==> src/rtl/wb_copy_pkg.sv <==
// wb_copy_pkg: shared types and constants for the Wishbone copy master
package wb_copy_pkg;
  typedef enum logic [2:0] {IDLE, RD, GAP, WR, FIN} state_t;
  localparam int WORD_BYTES = 4;
  localparam logic [3:0] SEL_ALL = 4'hF;
endpackage

==> src/rtl/wb_if.sv <==
// wb_if: Wishbone pipelined-mode bus with initiator and target views
interface wb_if (input logic clk);
  logic        cyc;
  logic        stb;
  logic        we;
  logic [31:0] adr;
  logic [3:0]  sel;
  logic [31:0] dat_o;
  logic [31:0] dat_i;
  logic        ack;
  logic        stall;
  logic        err;
  modport master (input clk, dat_i, ack, stall, err, output cyc, stb, we, adr, sel, dat_o);
  modport slave (input clk, cyc, stb, we, adr, sel, dat_o, output dat_i, ack, stall, err);
endinterface

==> src/rtl/sync_fifo.sv <==
// sync_fifo: first-word-fall-through word buffer with flush
module sync_fifo #(
  parameter int WIDTH = 32,
  parameter int DEPTH = 8
) (
  input  logic             clk,
  input  logic             rst_n,
  input  logic             push,
  input  logic             pop,
  input  logic             flush,
  input  logic [WIDTH-1:0] din,
  output logic [WIDTH-1:0] dout,
  output logic             empty,
  output logic             full
);
  localparam int AW = $clog2(DEPTH);
  logic [WIDTH-1:0] mem_q [DEPTH];
  logic [AW:0]      wr_q;
  logic [AW:0]      rd_q;
  assign dout  = mem_q[rd_q[AW-1:0]];
  assign empty = wr_q == rd_q;
  assign full  = (wr_q ^ rd_q) == {1'b1, {AW{1'b0}}};
  // Pointers carry an extra wrap bit so full and empty are distinguishable
  always_ff @(posedge clk or negedge rst_n)
    if (!rst_n) begin
      wr_q <= '0;
      rd_q <= '0;
    end else if (flush) begin
      wr_q <= '0;
      rd_q <= '0;
    end else begin
      if (push && !full) wr_q <= wr_q + 1'b1;
      if (pop && !empty) rd_q <= rd_q + 1'b1;
    end
  // Storage needs no reset; only valid entries are ever read out
  always_ff @(posedge clk)
    if (push && !full) mem_q[wr_q[AW-1:0]] <= din;
endmodule

==> src/rtl/wb_copy_master.sv <==
// wb_copy_master: chunked Wishbone block copy, read a chunk then write it back out
module wb_copy_master
  import wb_copy_pkg::*;
#(
  parameter int DEPTH = 8,
  parameter int LEN_W = 16
) (
  input  logic             clk,
  input  logic             rst_n,
  input  logic             start,
  input  logic [31:0]      src_addr,
  input  logic [31:0]      dst_addr,
  input  logic [LEN_W-1:0] len_words,
  output logic             busy,
  output logic             done,
  output logic             error,
  wb_if.master             wb
);
  localparam int CW = $clog2(DEPTH) + 1;
  state_t           state_q;
  logic             busy_q, done_q, error_q, cyc_q, stb_q, we_q;
  logic [31:0]      adr_q, dat_o_q, src_q, dst_q;
  logic [LEN_W-1:0] rem_q;
  logic [CW-1:0]    chunk_q, issued_q, acked_q, issued_nx, acked_nx;
  logic             acc, ack_v, err_v, fifo_push, fifo_pop, fifo_empty, fifo_full;
  logic [31:0]      fifo_dout;
  function automatic logic [CW-1:0] chunk_of(input logic [LEN_W-1:0] n);
    return (n > LEN_W'(DEPTH)) ? CW'(DEPTH) : CW'(n);
  endfunction
  assign acc       = stb_q && !wb.stall;
  assign ack_v     = wb.ack && cyc_q && (issued_q != acked_q);
  assign err_v     = wb.err && cyc_q && (issued_q != acked_q);
  assign issued_nx = issued_q + 1'b1;
  assign acked_nx  = acked_q + 1'b1;
  assign fifo_push = (state_q == RD) && ack_v && !err_v;
  assign fifo_pop  = ((state_q == GAP) && !fifo_empty) ||
                     ((state_q == WR) && acc && !err_v && (issued_nx != chunk_q));
  assign busy      = busy_q;
  assign done      = done_q;
  assign error     = error_q;
  assign wb.cyc    = cyc_q;
  assign wb.stb    = stb_q;
  assign wb.we     = we_q;
  assign wb.adr    = adr_q;
  assign wb.dat_o  = dat_o_q;
  assign wb.sel    = SEL_ALL;
  sync_fifo #(.WIDTH(32), .DEPTH(DEPTH)) u_buf (
    .clk(clk), .rst_n(rst_n), .push(fifo_push), .pop(fifo_pop), .flush(err_v),
    .din(wb.dat_i), .dout(fifo_dout), .empty(fifo_empty), .full(fifo_full)
  );
  // Copy sequencer: every bus output is a register; write data is preloaded from the buffer head
  always_ff @(posedge clk or negedge rst_n)
    if (!rst_n) begin
      state_q  <= IDLE;
      busy_q   <= 1'b0;
      done_q   <= 1'b0;
      error_q  <= 1'b0;
      cyc_q    <= 1'b0;
      stb_q    <= 1'b0;
      we_q     <= 1'b0;
      adr_q    <= '0;
      dat_o_q  <= '0;
      src_q    <= '0;
      dst_q    <= '0;
      rem_q    <= '0;
      chunk_q  <= '0;
      issued_q <= '0;
      acked_q  <= '0;
    end else begin
      done_q <= 1'b0;
      case (state_q)
        IDLE: if (start) begin
          error_q  <= 1'b0;
          src_q    <= src_addr & ~32'h3;
          dst_q    <= dst_addr & ~32'h3;
          rem_q    <= len_words;
          issued_q <= '0;
          acked_q  <= '0;
          if (len_words == '0) begin
            state_q <= FIN;
            done_q  <= 1'b1;
          end else begin
            state_q <= RD;
            busy_q  <= 1'b1;
            cyc_q   <= 1'b1;
            stb_q   <= 1'b1;
            we_q    <= 1'b0;
            adr_q   <= src_addr & ~32'h3;
            chunk_q <= chunk_of(len_words);
          end
        end
        RD, WR: if (err_v) begin
          cyc_q   <= 1'b0;
          stb_q   <= 1'b0;
          error_q <= 1'b1;
          busy_q  <= 1'b0;
          done_q  <= 1'b1;
          state_q <= FIN;
        end else begin
          if (acc) begin
            adr_q    <= adr_q + 32'(WORD_BYTES);
            issued_q <= issued_nx;
            if (issued_nx == chunk_q) stb_q <= 1'b0;
            else if (state_q == WR) dat_o_q <= fifo_dout;
          end
          if (ack_v) begin
            acked_q <= acked_nx;
            if (acked_nx == chunk_q) begin
              cyc_q   <= 1'b0;
              state_q <= GAP;
              if (state_q == RD) src_q <= adr_q;
              else begin
                dst_q <= adr_q;
                rem_q <= rem_q - LEN_W'(chunk_q);
              end
            end
          end
        end
        GAP: begin
          issued_q <= '0;
          acked_q  <= '0;
          if (!fifo_empty) begin
            state_q <= WR;
            cyc_q   <= 1'b1;
            stb_q   <= 1'b1;
            we_q    <= 1'b1;
            adr_q   <= dst_q;
            dat_o_q <= fifo_dout;
          end else if (rem_q == '0) begin
            state_q <= FIN;
            busy_q  <= 1'b0;
            done_q  <= 1'b1;
          end else begin
            state_q <= RD;
            cyc_q   <= 1'b1;
            stb_q   <= 1'b1;
            we_q    <= 1'b0;
            adr_q   <= src_q;
            chunk_q <= chunk_of(rem_q);
          end
        end
        FIN: state_q <= IDLE;
        default: state_q <= IDLE;
      endcase
    end
  // A response with nothing outstanding is a target protocol violation
  assert property (@(posedge clk) disable iff (!rst_n) (wb.ack || wb.err) |-> (cyc_q && issued_q != acked_q));
  // Outstanding reads never exceed the chunk, so the buffer cannot overflow
  assert property (@(posedge clk) disable iff (!rst_n) !(fifo_push && fifo_full));
endmodule

==> src/flat_wrapper.sv <==
// flat-port wrapper written by rule: the top's interface ports become plain ports
module wb_copy_master_flat import wb_copy_pkg::*;
#(
  parameter int DEPTH = 8,
  parameter int LEN_W = 16
)
  (clk, rst_n, start, src_addr, dst_addr, len_words, busy, done, error, wb_dat_i, wb_ack, wb_stall, wb_err, wb_cyc, wb_stb, wb_we, wb_adr, wb_sel, wb_dat_o);
  wb_if wb_i (.clk(clk));
  input  logic clk;
  input  logic rst_n;
  input  logic start;
  input  logic [31:0] src_addr;
  input  logic [31:0] dst_addr;
  input  logic [LEN_W-1:0] len_words;
  output logic busy;
  output logic done;
  output logic error;
  input wire logic [$bits(wb_i.dat_i)-1:0] wb_dat_i;
  input wire logic [$bits(wb_i.ack)-1:0] wb_ack;
  input wire logic [$bits(wb_i.stall)-1:0] wb_stall;
  input wire logic [$bits(wb_i.err)-1:0] wb_err;
  output wire logic [$bits(wb_i.cyc)-1:0] wb_cyc;
  output wire logic [$bits(wb_i.stb)-1:0] wb_stb;
  output wire logic [$bits(wb_i.we)-1:0] wb_we;
  output wire logic [$bits(wb_i.adr)-1:0] wb_adr;
  output wire logic [$bits(wb_i.sel)-1:0] wb_sel;
  output wire logic [$bits(wb_i.dat_o)-1:0] wb_dat_o;
  assign wb_i.dat_i = wb_dat_i;
  assign wb_i.ack = wb_ack;
  assign wb_i.stall = wb_stall;
  assign wb_i.err = wb_err;
  assign wb_cyc = wb_i.cyc;
  assign wb_stb = wb_i.stb;
  assign wb_we = wb_i.we;
  assign wb_adr = wb_i.adr;
  assign wb_sel = wb_i.sel;
  assign wb_dat_o = wb_i.dat_o;
  wb_copy_master #(.DEPTH(DEPTH), .LEN_W(LEN_W)) u_core (.clk(clk), .rst_n(rst_n), .start(start), .src_addr(src_addr), .dst_addr(dst_addr), .len_words(len_words), .busy(busy), .done(done), .error(error), .wb(wb_i));
endmodule
==> config.mk <==
export PLATFORM = sky130hd
export DESIGN_NAME = wb_copy_master_flat
export DESIGN_NICKNAME = d
export VERILOG_FILES = /design/src/rtl/wb_copy_pkg.sv /design/src/rtl/wb_if.sv /design/src/rtl/sync_fifo.sv /design/src/rtl/wb_copy_master.sv /design/src/flat_wrapper.sv
export SDC_FILE = /design/constraint.sdc
export NUM_CORES = 1
export LEC_CHECK = 0
export ABC_AREA = 1
export CORE_MARGIN = 2
export CORE_UTILIZATION = 55
export DETAILED_ROUTE_END_ITERATION = 16
export PLACE_DENSITY_LB_ADDON = 0.2
export SLEW_MARGIN = 5
export SYNTH_ARGS = -nofsm -noshare
export SYNTH_HDL_FRONTEND = slang
export SYNTH_SLANG_ARGS = --single-unit
==> constraint.sdc <==
create_clock -name clk -period 5.1 [get_ports clk]
set_clock_uncertainty 0.15 [all_clocks]
set_input_delay 1.02 -clock clk [delete_from_list [all_inputs] [get_ports clk]]
set_output_delay 1.02 -clock clk [all_outputs]
set_load 0.02 [all_outputs]
---- Word-level counts from Yosys, hierarchy flattened ----
Memories as Yosys holds them, arrays and structs flattened.
Cells that the tools add are included.
operators by class
  $add $sub $neg .......................... 6
  magnitude comparators ................... 2
  equal/unequal tests ..................... 29
  multiplexer cells ....................... 89
  bitwise logic cells ..................... 1
  reductions and logical operators ........ 41
operators with widths
  cell                                                                   count
  32-bit 2-to-1 mux                                                      21
  32-bit case mux with 2 select lines                                    3
  32-bit case mux with 3 select lines                                    1
  16-bit 2-to-1 mux                                                      5
  4-bit 2-to-1 mux                                                       15
  6-bit AND reduction                                                    7
  32-bit by 3-bit adder with 32-bit output, second input constant        1
  16-bit by 4-bit > comparator with 1-bit output, second input constant  2
  16-bit logical NOT                                                     2
  16-bit case mux with 2 select lines                                    1
  1-bit 2-to-1 mux                                                       26
  4-bit case mux with 3 select lines                                     2
  3-bit 2-to-1 mux                                                       7
  4-bit by 1-bit adder with 4-bit output, second input constant          4
  2-bit != test, second input constant                                   8
  16-bit by 4-bit subtractor with 16-bit output                          1
  2-bit by 1-bit != test with 1-bit output, second input constant        7
  1-bit logical AND                                                      13
  4-bit equality test                                                    3
  3-bit by 1-bit != test with 1-bit output, second input constant        4
  1-bit case mux with 3 select lines                                     4
  4-bit AND reduction                                                    3
  2-bit nonzero test                                                     5
  3-bit case mux with 3 select lines                                     1
  other kinds (15)                                                       22
word-level totals
  flip-flop bits (word level) ............. 173
  memory bits (writable) .................. 256
  input bits .............................. 118
  output and inout bits ................... 74
  word-level logic and storage cells ...... 186
  memories kept ........................... 1
memory list
  memory              depth  width  rd ports  clocked after Yosys merged registers in  wr ports  line             source
  u_core.u_buf.mem_q  8      32     1         0                                        1         sync_fifo.sv:17  logic [WIDTH-1:0] mem_q [DEPTH];

---- Depth between registers and ports, before layout ----
Gate-level depths: netlist of run 1.
  depth in word-level cells ............... 9
  mapped depth ............................ 15
  mapped depth without buffers ............ 13

---- Cells and area by module ----
A second synthesis of run 1 with hierarchy kept.
second synthesis, totals
  cells, all modules ...................... 2325
  area total of the unflattened synthesis .. 20368.3 µm²
modules (own cells, without submodules)
  module          instances  cells an instance  area each (µm²)  sequential area each (µm²)
  sync_fifo       1          816                10425.0          7887.6
  wb_copy_master  1          1509               9943.3           4129.0

---- Worst setup path before layout of run 1 ----
No wires, ideal clock.
  path kind ............................... input to register
  start ................................... input port wb_ack
  end ..................................... memory u_core.u_buf.mem_q[0][0] (enable)
  library setup time ...................... 0.421 ns
  data arrival time ....................... 3.093 ns
  required time ........................... 4.529 ns
  path slack .............................. 1.436 ns
  stages .................................. 8
  buffers on the path ..................... 0
  cells stage by stage .................... nand2_1 -> inv_1 -> nand2_1 -> inv_2 -> nand3_1 -> nor2_2 -> nand2_1 -> nor2_1
on the way
  cells in the longest elaborated chain, start to end .. 7
ends and longest elaborated chain
  item                                    line                  source
  start, declared                         flat_wrapper.sv:19    input wire logic [$bits(wb_i.ack)-1:0] wb_ack;
  1-bit logical AND (2 in series)         wb_copy_master.sv:31  assign ack_v = wb.ack && cyc_q && (issued_q != acked_q);
  1-bit logical AND (2 in series)         wb_copy_master.sv:35  assign fifo_push = (state_q == RD) && ack_v && !err_v;
  1-bit logical AND                       sync_fifo.sv:37       if (push && !full) mem_q[wr_q[AW-1:0]] <= din;
  1-bit 2-to-1 mux                        sync_fifo.sv:37
  1-bit 2-to-1 mux (implied by the code)  sync_fifo.sv:37
  end, declared                           sync_fifo.sv:17
Every way passes these cells.

---- Final worst setup path of run 1 ----
  start ................................... register u_core.u_buf.rd_q[2]
  end ..................................... memory u_core.u_buf.mem_q[5][7] (enable)
on the way
  cells in the longest elaborated chain, start to end .. 6
ends and longest elaborated chain
  item                                    line             source
  start, declared                         sync_fifo.sv:19  logic [AW:0] rd_q;
  start signal, assigned                  sync_fifo.sv:33  if (pop && !empty) rd_q <= rd_q + 1'b1;
  4-bit bitwise XOR                       sync_fifo.sv:22  assign full = (wr_q ^ rd_q) == {1'b1, {AW{1'b0}}};
  4-bit equality test                     sync_fifo.sv:22
  1-bit logical NOT                       sync_fifo.sv:37
  1-bit logical AND                       sync_fifo.sv:37
  1-bit 2-to-1 mux                        sync_fifo.sv:37
  1-bit 2-to-1 mux (implied by the code)  sync_fifo.sv:37
Every way passes these cells.

==> reports/metrics.yaml, run 1 <==
hold_depth: 2
period_needed_ns: 3.315
port_buffers: 183
setup_viol: 0
core_um2: 36700
postCtsHoldBufs: 0
grt_pass1_vias: 16060
synth_compound_area_frac: 0.06296
hold_violations: 0
antenna_found_initial: 1
worst_hold_slack_ns: 0.3214
max_stage_delay_ns: 0.60
first_pass_iters: 7
netlist_area_um2: 20570
final_common_cell: "nand2_1"
yosys-top-cells-area: "edfxtp_1 37%, dfrtp_1 21%, nand2_1 15%"
avgRoutedWirePerCell_um: 18.31
initial_core_util: 0.5605
synthXorXnorAreaFrac: 0.007664
grt_use_met2: 0.4747
synth_area_per_cell_um2: 8.889
rr_worst_depth: 8
yosysUniqueCellTypes: 36
ys_ff_latch: 429
path_buf_inv: 2
routed_wl_um: 54240
use_met1: 0.3622
routed_via_density: 5.655
post_cts_buffers: 0
power.density_nw_per_um2: 612.1
cts_tree: "yes"
design.die.area_um2: 38960
fin_util: 0.6653
area_growth_pct: 18.70
ctsResizeCount: 0
worst_setup_path_end_kind: "flip-flop"
root_buffer: "clkbuf_16"
crit_slowest_cell: "nor2_4"
drv_slew: 0
fin_crit_sh: 0.6500
synthMuxAreaShare: 0.01752
dieHeight_um: 197.4
vdd_ir_drop_max_mv: 0.3646
clk_pin_slew_worst_paths_ns: 0.06
clkLatencyLatePin_ns: 0.59
ios: 192
total_power_mw: 14.95
cts-buffers-inserted: 46
path_class: "flip-flop to flip-flop"
required_ns: 5.23
max_clock_freq_mhz: 301.6
clockBufferDepth: 3
synthAdderAreaFrac: 0.006448
finalSetupTns_ns: 0
place_ws_ns: 1.166
yosys.area_share.simple: 0.2764
yosysTopAreaCell: "edfxtp_1"
met3_usage: 0.04815
grt.total_usage: 0.2780
critPathTopFamily: "simple AND/OR/NAND/NOR gates"
hold_path_class: "flip-flop to flip-flop"
grt-busiest-layer: "met2"
crit_fanout: 37
yosysSeqAreaShare: 0.5842
synth_top_family_by_area: "simple AND/OR/NAND/NOR gates"
remaining_drc_errors: 0
ant_nets: 0
h-tree-depth: 2
rows: 70
arrival_ns: 3.45
fillCellCount: 2929
cp-start-kind: "flip-flop"
gp_congestion: 0.9028
maxCapViolations: 0
path_cells: "buf_4, xnor2_1, nand3_1, nand3_1, nor2_2, nand2_1, nor2_4, buf_4"
layout-drive-gt1-share: 0.07902
power.leakage_nw: 10.37
slew_headroom: 0.3386
grt_pass1_wl_um: 85530
dr_total_vias: 16760
die_x_um: 197.4
synthCells: 2314
drtIter0Drc: 1205
tightest_slew_ns: 0.9898
mostFrequentLayoutCells: "842 x nand2_1, 256 x edfxtp_1, 230 x nor2_1"
overflow: 0
cts_sinks: 429
nets: 2583
status: "complete, no violations"
fin_ws_ns: 1.785
rsz0062_at_grt: "no"
dp_hpwl_um: 33140
grt_max_degree: 102
yosys_warnings: 0
cp.depth: 8
synth_top_area_share: 0.3737
## per-stage QoR
step	instance area (µm²)	instances
floorplan	20580	2317
global placement	22730	2875
detailed placement	22730	2875
CTS	24410	2961
global route	24410	2961
finish	24420	2963
## state kept, by name, summed over array words and instances, names as in the netlist
register            count
u_core.u_buf.mem_q    256
u_core.rem_q           16
u_core.acked_q          4
u_core.busy             1
u_core.wb.stb           1
u_core.u_buf.wr_q       4
u_core.done             1
u_core.wb.dat_o        32
u_core.wb.adr          32
u_core.wb.we            1
u_core.u_buf.rd_q       4
u_core.state_q          3
u_core.issued_q         4
u_core.chunk_q          4
u_core.dst_q           32
u_core.src_q           32
u_core.error            1
u_core.wb.cyc           1
## report_power, final
group / internal (mW) / switching, mW / leakage, nW
combinational: 2.11 / 4.17 / 5.10
clock: 2.22 / 1.43 / 0.807
sequential: 4.38 / 0.629 / 4.47
## worst register-to-register path: stages (launching register included)
cell and delay [ns]:
dfrtp_1 0.33, buf_4 0.57, xnor2_1 0.19, nand3_1 0.12
nand3_1 0.20, nor2_2 0.26, nand2_1 0.27, nor2_4 0.60
buf_4 0.32
## final timing paths
check | end | from | slack (ns)
setup / recovery | u_core.u_buf.mem_q[5][7] | u_core.u_buf.rd_q[2] | 1.78
hold / removal | u_core.dst_q[14] | u_core.dst_q[14] | 0.32
setup reg to reg | u_core.u_buf.mem_q[5][7] | u_core.u_buf.rd_q[2] | 1.78
hold reg to reg | u_core.dst_q[14] | u_core.dst_q[14] | 0.32
max in group asynchronous | u_core.dst_q[23] | rst_n | 3.46
min in group asynchronous | u_core.rem_q[5] | rst_n | 0.40
## layout make-up
cell class / count / area (µm²) / area share
flip-flops and latches: 429 / 12020 / 0.4923
multi-input cells: 1683 / 7721 / 0.3162
repair buffers: 212 / 2088 / 0.08553
clock buffers: 57 / 1254 / 0.05135
well taps: 468 / 585.6 / 0.02398
clock inverters: 29 / 430.4 / 0.01763
inverters: 83 / 311.5 / 0.01276
diodes: 2 / 5.005 / 0.0002050
## cell usage after synthesis
cell type    n
a31oi_1      2
buf_6        7
a21o_1       2
buf_2       53
inv_2       15
nand3_4      1
ha_1         9
clkbuf_1    44
nor2_4       4
o21ai_0    156
nand2_2      6
xor2_1      10
conb_1       1
inv_1       68
o31ai_1      1
fa_1         1
or2_2        7
nor2_2       7
mux2_2      32
nand2_1    843
buf_1       10
nand4_1     27
edfxtp_1   256
nand2_4      2
o22ai_1     68
nor2_1     239
buf_4        8
a21oi_1      9
nand3_1    229
xnor2_1      8
dfrtp_1    173
a31o_2       1
nand3b_1     3
and2_1       1
nor3_1       8
nand3_2      3
## cells by family after synthesis
| kind of cell | count (synthesis) |
|---|---|
| flip-flops | 429 |
| XOR/XNOR | 18 |
| AO/OA/AOI/OAI | 239 |
| AND/OR/NAND/NOR | 1380 |
| adder cells (fa/ha/maj) | 10 |
| multiplexers | 32 |
| other | 1 |
| buffers and inverters | 205 |
## layer usage
metal	wire, µm	up-vias
met5	0	-
met4	1462	0
met3	3821	103
met2	26240	561
met1	22720	8067
li1	-	8025
Note: power is estimated with default switching activity, not from simulation.
==> run 2, diff against run 1 <==
CORE_UTILIZATION = 52   (was 55)
clock period = 2.72 ns   (was 5.1 ns; I/O delays follow)
==> run 2 against run 1 <==
Against the previous run: global-route usage is 0.95 points lower; via count increased by 1.1%; critical path depth shrank 7; non-clock buffer count up 34; largest power group unchanged; highest routed layer is now met5; register-to-register slack worse by 1.4 ns.
==> reports/metrics.yaml, run 2 (synthesis gave the netlist of run 1 again) <==
status: "complete, no violations"
max_stage_delay_ns: 0.68  # +0.08 ns
mostFrequentLayoutCells: "842 x nand2_1, 256 x edfxtp_1, 230 x nor2_1"
hold_path_class: "flip-flop to flip-flop"
fin_util: 0.6385  # -0.02679
cp.depth: 1  # -7
fin_crit_sh: 0.9269
core_um2: 38830  # +5.8%
hold_violations: 0  # unchanged
remaining_drc_errors: 0  # unchanged
crit_slowest_cell: "clkdlybuf4s50_1"
wl_met1_um: 22640  # -0.35%
largest_reg_flops: 256  # unchanged
grt.total_usage: 0.2685  # -0.009481
antenna_found_initial: 3  # +2
power.leakage_nw: 10.54  # +1.6%
initial_core_util: 0.5298  # -0.03074
fin_cells: 3045  # +2.8%
grt_pass1_wl_um: 87950  # +2.8%
min_from: "u_core.src_q[20]"
critPathTopFamily: "buffers and inverters"
post_cts_buffers: 0  # unchanged
ctsResizeCount: 0  # unchanged
first_pass_iters: 5  # -2
cts_sinks: 429  # unchanged
routed_wl_um: 55030  # +1.5%
total_power_mw: 27.89  # +87%
clockBufferDepth: 3  # unchanged
ios: 192  # unchanged
path_cells: "clkdlybuf4s50_1"
place_ws_ns: 0.04250  # -1.124 ns
maxCapViolations: 0  # unchanged
grt_pass1_vias: 16700  # +4.0%
final_common_cell: "nand2_1"
arrival_ns: 1.83  # -1.62 ns
dieHeight_um: 202.9  # +2.8%
overflow: 0  # unchanged
crit_fanout: 7  # -81%
path_class: "flip-flop to output port"
nets: 2616  # +1.3%
rsz0062_at_grt: "no"
wl_met2_um: 26590  # +1.3%
required_ns: 2.03  # -3.20 ns
design.die.area_um2: 41160  # +5.7%
r2r_start: "u_core.issued_q[0]"
crit_path_end: "wb_adr[19]"
top_layer: "met5"
cts-buffers-inserted: 45  # -2.2%
setup_viol: 0  # unchanged
ant_nets: 0  # unchanged
slew_headroom: 0.3728  # +0.03422
path_buf_inv: 1  # -1
cts_tree: "yes"
r2r-end: "u_core.src_q[3]"
root_buffer: "clkbuf_16"
finalSetupTns_ns: 0  # unchanged
cp-start-kind: "flip-flop"
r2r_slack_ns: 0.34  # -1.44 ns
worst_setup_path_end_kind: "output port"
met3_length_um: 4227  # +11%
routed_via_density: 5.562  # -1.7%
drtIter0Drc: 1311  # +8.8%
layout-drive-gt1-share: 0.08594  # +0.006919
grt_max_degree: 132  # +29%
avgRoutedWirePerCell_um: 18.07  # -1.3%
vdd_ir_drop_max_mv: 0.8774  # +140%
gp_congestion: 0.9441  # +4.6%
clkLatencyLatePin_ns: 0.59  # about the same
startpoint: "u_core.wb.adr[19]"
period_needed_ns: 2.521
worst_hold_slack_ns: 0.3211  # -0.0003150 ns
port_buffers: 183  # unchanged
die_x_um: 202.9  # +2.8%
dr_total_vias: 16940  # +1.1%
dp.cells: 2958  # +2.9%
fin_ws_ns: 0.1989  # -1.586 ns
hold_depth: 2  # unchanged
h-tree-depth: 2  # unchanged
dp_hpwl_um: 34340  # +3.6%
clk_pin_slew_worst_paths_ns: 0.06  # about the same
rows: 72  # +2.9%
fin_area_um2: 24790  # +1.5%
drv_slew: 0  # unchanged
place_area_um2: 23330  # +2.7%
max_clock_freq_mhz: 396.7
area_growth_pct: 20.53
tightest_slew_ns: 0.9398  # -0.04999 ns
power.density_nw_per_um2: 1125  # +84%
rr_worst_depth: 11  # +3
fillCellCount: 3139  # +7.2%
==> run 2: changes by cell type in the layout (fill, tap and decap cells not counted) <==
cell and change:
buf_12 +24, buf_4 +9, bufinv_16 -8, clkbuf_1 +11, clkbuf_16 -2, clkbuf_8 +5
clkinv_2 -1, clkinv_4 -1, clkinvlp_4 -6, dlygate4sd3_1 +1, nor2_2 +1, nor2_4 -1
==> run 2: cell type report <==
cell class	count	area [µm²]	share of cell area
sequential	429	12020	0.4848
clock buffer	71	1314	0.05299
antenna	2	5.005	0.0002019
clock inverter	13	131.4	0.005299
timing repair buffer	246	2646	0.1067
multi-input combinational	1683	7716	0.3112
inverter	83	311.5	0.01257
tap	518	648.1	0.02614
==> run 2: how the worst min path moves through the flow <==
| stage | to | slack [ns] |
|---|---|---|
| detailed placement | u_core.src_q[15] | 0.31 |
| global route | u_core.src_q[20] | 0.34 |
| floorplan | u_core.acked_q[0] | 0.1 |
| global placement | u_core.dst_q[4] | 0.30 |
| CTS | u_core.src_q[15] | 0.32 |
| finish | u_core.src_q[20] | 0.32 |
==> run 2: tightest hold or removal path: stages (launching register included) <==
cell and delay [ns]:
dfrtp_1 0.34, nand2_1 0.05, nand2_1 0.04
==> run 2: layer usage <==
layer  vias up  track usage
met3       103      0.04189
met5         -            0
met4         4      0.09750
met1      8102       0.3514
li1       8078            -
met2       648       0.4547
==> run 2: timing repair <==
action                     4_1_cts  5_1_grt
hold buffers                     1        0
setup endpoints to repair        0        0
hold endpoints to repair        45        0
==> run 2: power by group <==
group          internal (mW)  switching [mW]  leakage [nW]
Combinational           4.49            8.03          5.36
Sequential              8.21            1.16          4.47
Clock                   3.44            2.56         0.710
Total                   16.1            11.7          10.5
==> run 3, diff against run 2 <==
CORE_UTILIZATION = 55   (was 52)
clock period = 3.1 ns   (was 2.72 ns; I/O delays follow)
==> run 3 against run 2 <==
Against the previous run: worst hold slack better by 0.0023 ns; critical path depth is 8 higher; routed wire length is 0.54% lower; combinational power is 14% lower; first-iteration DRC count is 5.0% higher; sequential share of layout area is 0.63 points higher; cell area is 1.3% lower; via count is 0.12% lower; sequential power is 12% lower.
==> reports/metrics.yaml, run 3 (synthesis gave the netlist of run 1 again) <==
final_common_cell: "nand2_1"
finalSetupTns_ns: 0  # unchanged
fin_area_um2: 24470  # -1.3%
routed_via_density: 5.685  # +2.2%
wl_met1_um: 22800  # +0.68%
clkLatencyLatePin_ns: 0.57  # -0.02 ns
clk_pin_slew_worst_paths_ns: 0.06  # about the same
layout-drive-gt1-share: 0.08101  # -0.004935
period_needed_ns: 2.693
p_comb_frac: 0.442  # -0.007
power.leakage_nw: 10.41  # -1.2%
root_buffer: "clkbuf_16"
drv_slew: 0  # unchanged
p_seq_frac: 0.341  # +0.005
core_um2: 36700  # -5.5%
vdd_ir_drop_max_mv: 1.012  # +15%
path_buf_inv: 2  # +1
area_growth_pct: 18.97
cts-buffers-inserted: 44  # -2.2%
power.density_nw_per_um2: 988.3  # -12%
path_common_cell: "nand2_1"
initial_core_util: 0.5605  # +0.03074
grt_max_degree: 109  # -17%
critPathTopFamily: "simple AND/OR/NAND/NOR gates"
crit_slowest_cell: "dfrtp_4"
arrival_ns: 3.00  # +1.17 ns
antenna_found_initial: 4  # +1
tightest_slew_ns: 1.027  # +0.08671 ns
nets: 2599  # -0.65%
swShare: 0.4256  # +0.004488
grt_pass1_wl_um: 87100  # -0.97%
path_class: "flip-flop to flip-flop"
path_cells: "xnor2_1, nand2_1, inv_2, nand2_4, nand2_2, buf_4, nand2_1, nand3_1, nand2_1"
fin_crit_sh: 0.8686
ant_nets: 0  # unchanged
dieHeight_um: 197.4  # -2.7%
ios: 192  # unchanged
required_ns: 3.41  # +1.38 ns
first_pass_iters: 5  # unchanged
cts_sinks: 429  # unchanged
setup_viol: 0  # unchanged
remaining_drc_errors: 0  # unchanged
dp_hpwl_um: 33780  # -1.6%
largest_reg_flops: 256  # unchanged
hold_violations: 0  # unchanged
worst_setup_path_end_kind: "flip-flop"
grt.total_usage: 0.2836  # +0.01511
max_stage_delay_ns: 0.61  # -0.07 ns
met3_length_um: 3742  # -11%
cp-start-kind: "flip-flop"
pwr-share-clk: 0.217  # +0.002
overflow: 0  # unchanged
total_power_mw: 24.19  # -13%
hold_path_class: "flip-flop to flip-flop"
p_int_mw: 13.89  # -14%
slew_headroom: 0.3157  # -0.05713
drtIter0Drc: 1377  # +5.0%
status: "complete, no violations"
design.die.area_um2: 38960  # -5.3%
cts_tree: "yes"
switchingPower_mw: 10.29  # -12%
clockBufferDepth: 3  # unchanged
maxCapViolations: 0  # unchanged
die_x_um: 197.4  # -2.7%
h-tree-depth: 2  # unchanged
max_clock_freq_mhz: 371.4
port_buffers: 183  # unchanged
worst_hold_slack_ns: 0.3234  # +0.002289 ns
gp_congestion: 0.9201  # -2.5%
wl_met2_um: 26580  # about the same
grt_pass1_vias: 16700  # -0.030%
place_area_um2: 23020  # -1.3%
fin_util: 0.6669  # +0.02833
crit_fanout: 37  # +30
routed_wl_um: 54740  # -0.54%
top_layer: "met5"
rows: 70  # -2.8%
rsz0062_at_grt: "no"
avgRoutedWirePerCell_um: 18.40  # +1.8%
dr_total_vias: 16910  # -0.12%
mostFrequentLayoutCells: "842 x nand2_1, 256 x edfxtp_1, 230 x nor2_1"
post_cts_buffers: 0  # unchanged
[run 3: cell count changes in the layout (fill, tap and decap cells not counted), moves of 3 or more]
cell,delta
buf_4,-6
clkbuf_1,-7
clkbuf_8,-4
buf_12,-10
clkinvlp_4,+3
clkinv_2,+3
[run 3: layout make-up]
class / count / area (µm²)
clock buffers: 59 / 1207
well taps: 468 / 585.6
diodes: 1 / 2.502
repair buffers: 230 / 2401
inverters: 83 / 311.5
fillers: 2853 / 12230
clock inverters: 22 / 227.7
flip-flops and latches: 429 / 12020
multi-input cells: 1683 / 7716
[run 3: worst paths after layout]
path	slack, ns	endpoint	startpoint	depth (start not counted)
setup / recovery	0.41	u_core.u_buf.rd_q[0]	u_core.u_buf.rd_q[0]	9
hold / removal	0.32	u_core.src_q[21]	u_core.src_q[21]	2
setup reg to reg	0.41	u_core.u_buf.rd_q[0]	u_core.u_buf.rd_q[0]	9
hold reg to reg	0.32	u_core.src_q[21]	u_core.src_q[21]	2
max in group asynchronous	1.51	u_core.wb.dat_o[11]	rst_n	3
min in group asynchronous	0.50	u_core.rem_q[5]	rst_n	2
[run 3: metal layers]
metal	global-route usage	vias to the layer above
li1	-	8050
met1	0.3712	8105
met2	0.4823	630
met3	0.04525	123
met4	0.09914	6
met5	0	-
[run 3: timing repair]
action / in CTS / in global routing
gates resized for setup: 0 / 0
endpoints found under the setup margin: 0 / 0
hold buffers: 1 / 0
endpoints found under the hold margin: 65 / 0
[run 3: power by group through the flow]
| stage | Sequential [mW] | Clock, mW | Combinational (mW) |
|---|---|---|---|
| floorplan | 8.49 | 0 | 6.92 |
| global placement | 8.28 | 0 | 10.3 |
| detailed placement | 8.32 | 0 | 10.6 |
| CTS | 8.23 | 5.32 | 10.7 |
| global route | 8.39 | 5.53 | 11.9 |
| finish | 8.26 | 5.24 | 10.7 |
[run 3: through the flow]
step	cells	setup WS, ns
5_1_grt	2974	0.2549
3_3_place_gp	2892	0.1900
2_1_floorplan	2317	-0.2734
4_1_cts	2974	0.4406
3_5_place_dp	2892	0.1418
6_report	2975	0.4072
[run 3: tightest hold or removal path: stages (launching register included)]
cell and delay [ns]:
dfrtp_1 0.35, nand2_1 0.05, nand2_1 0.04
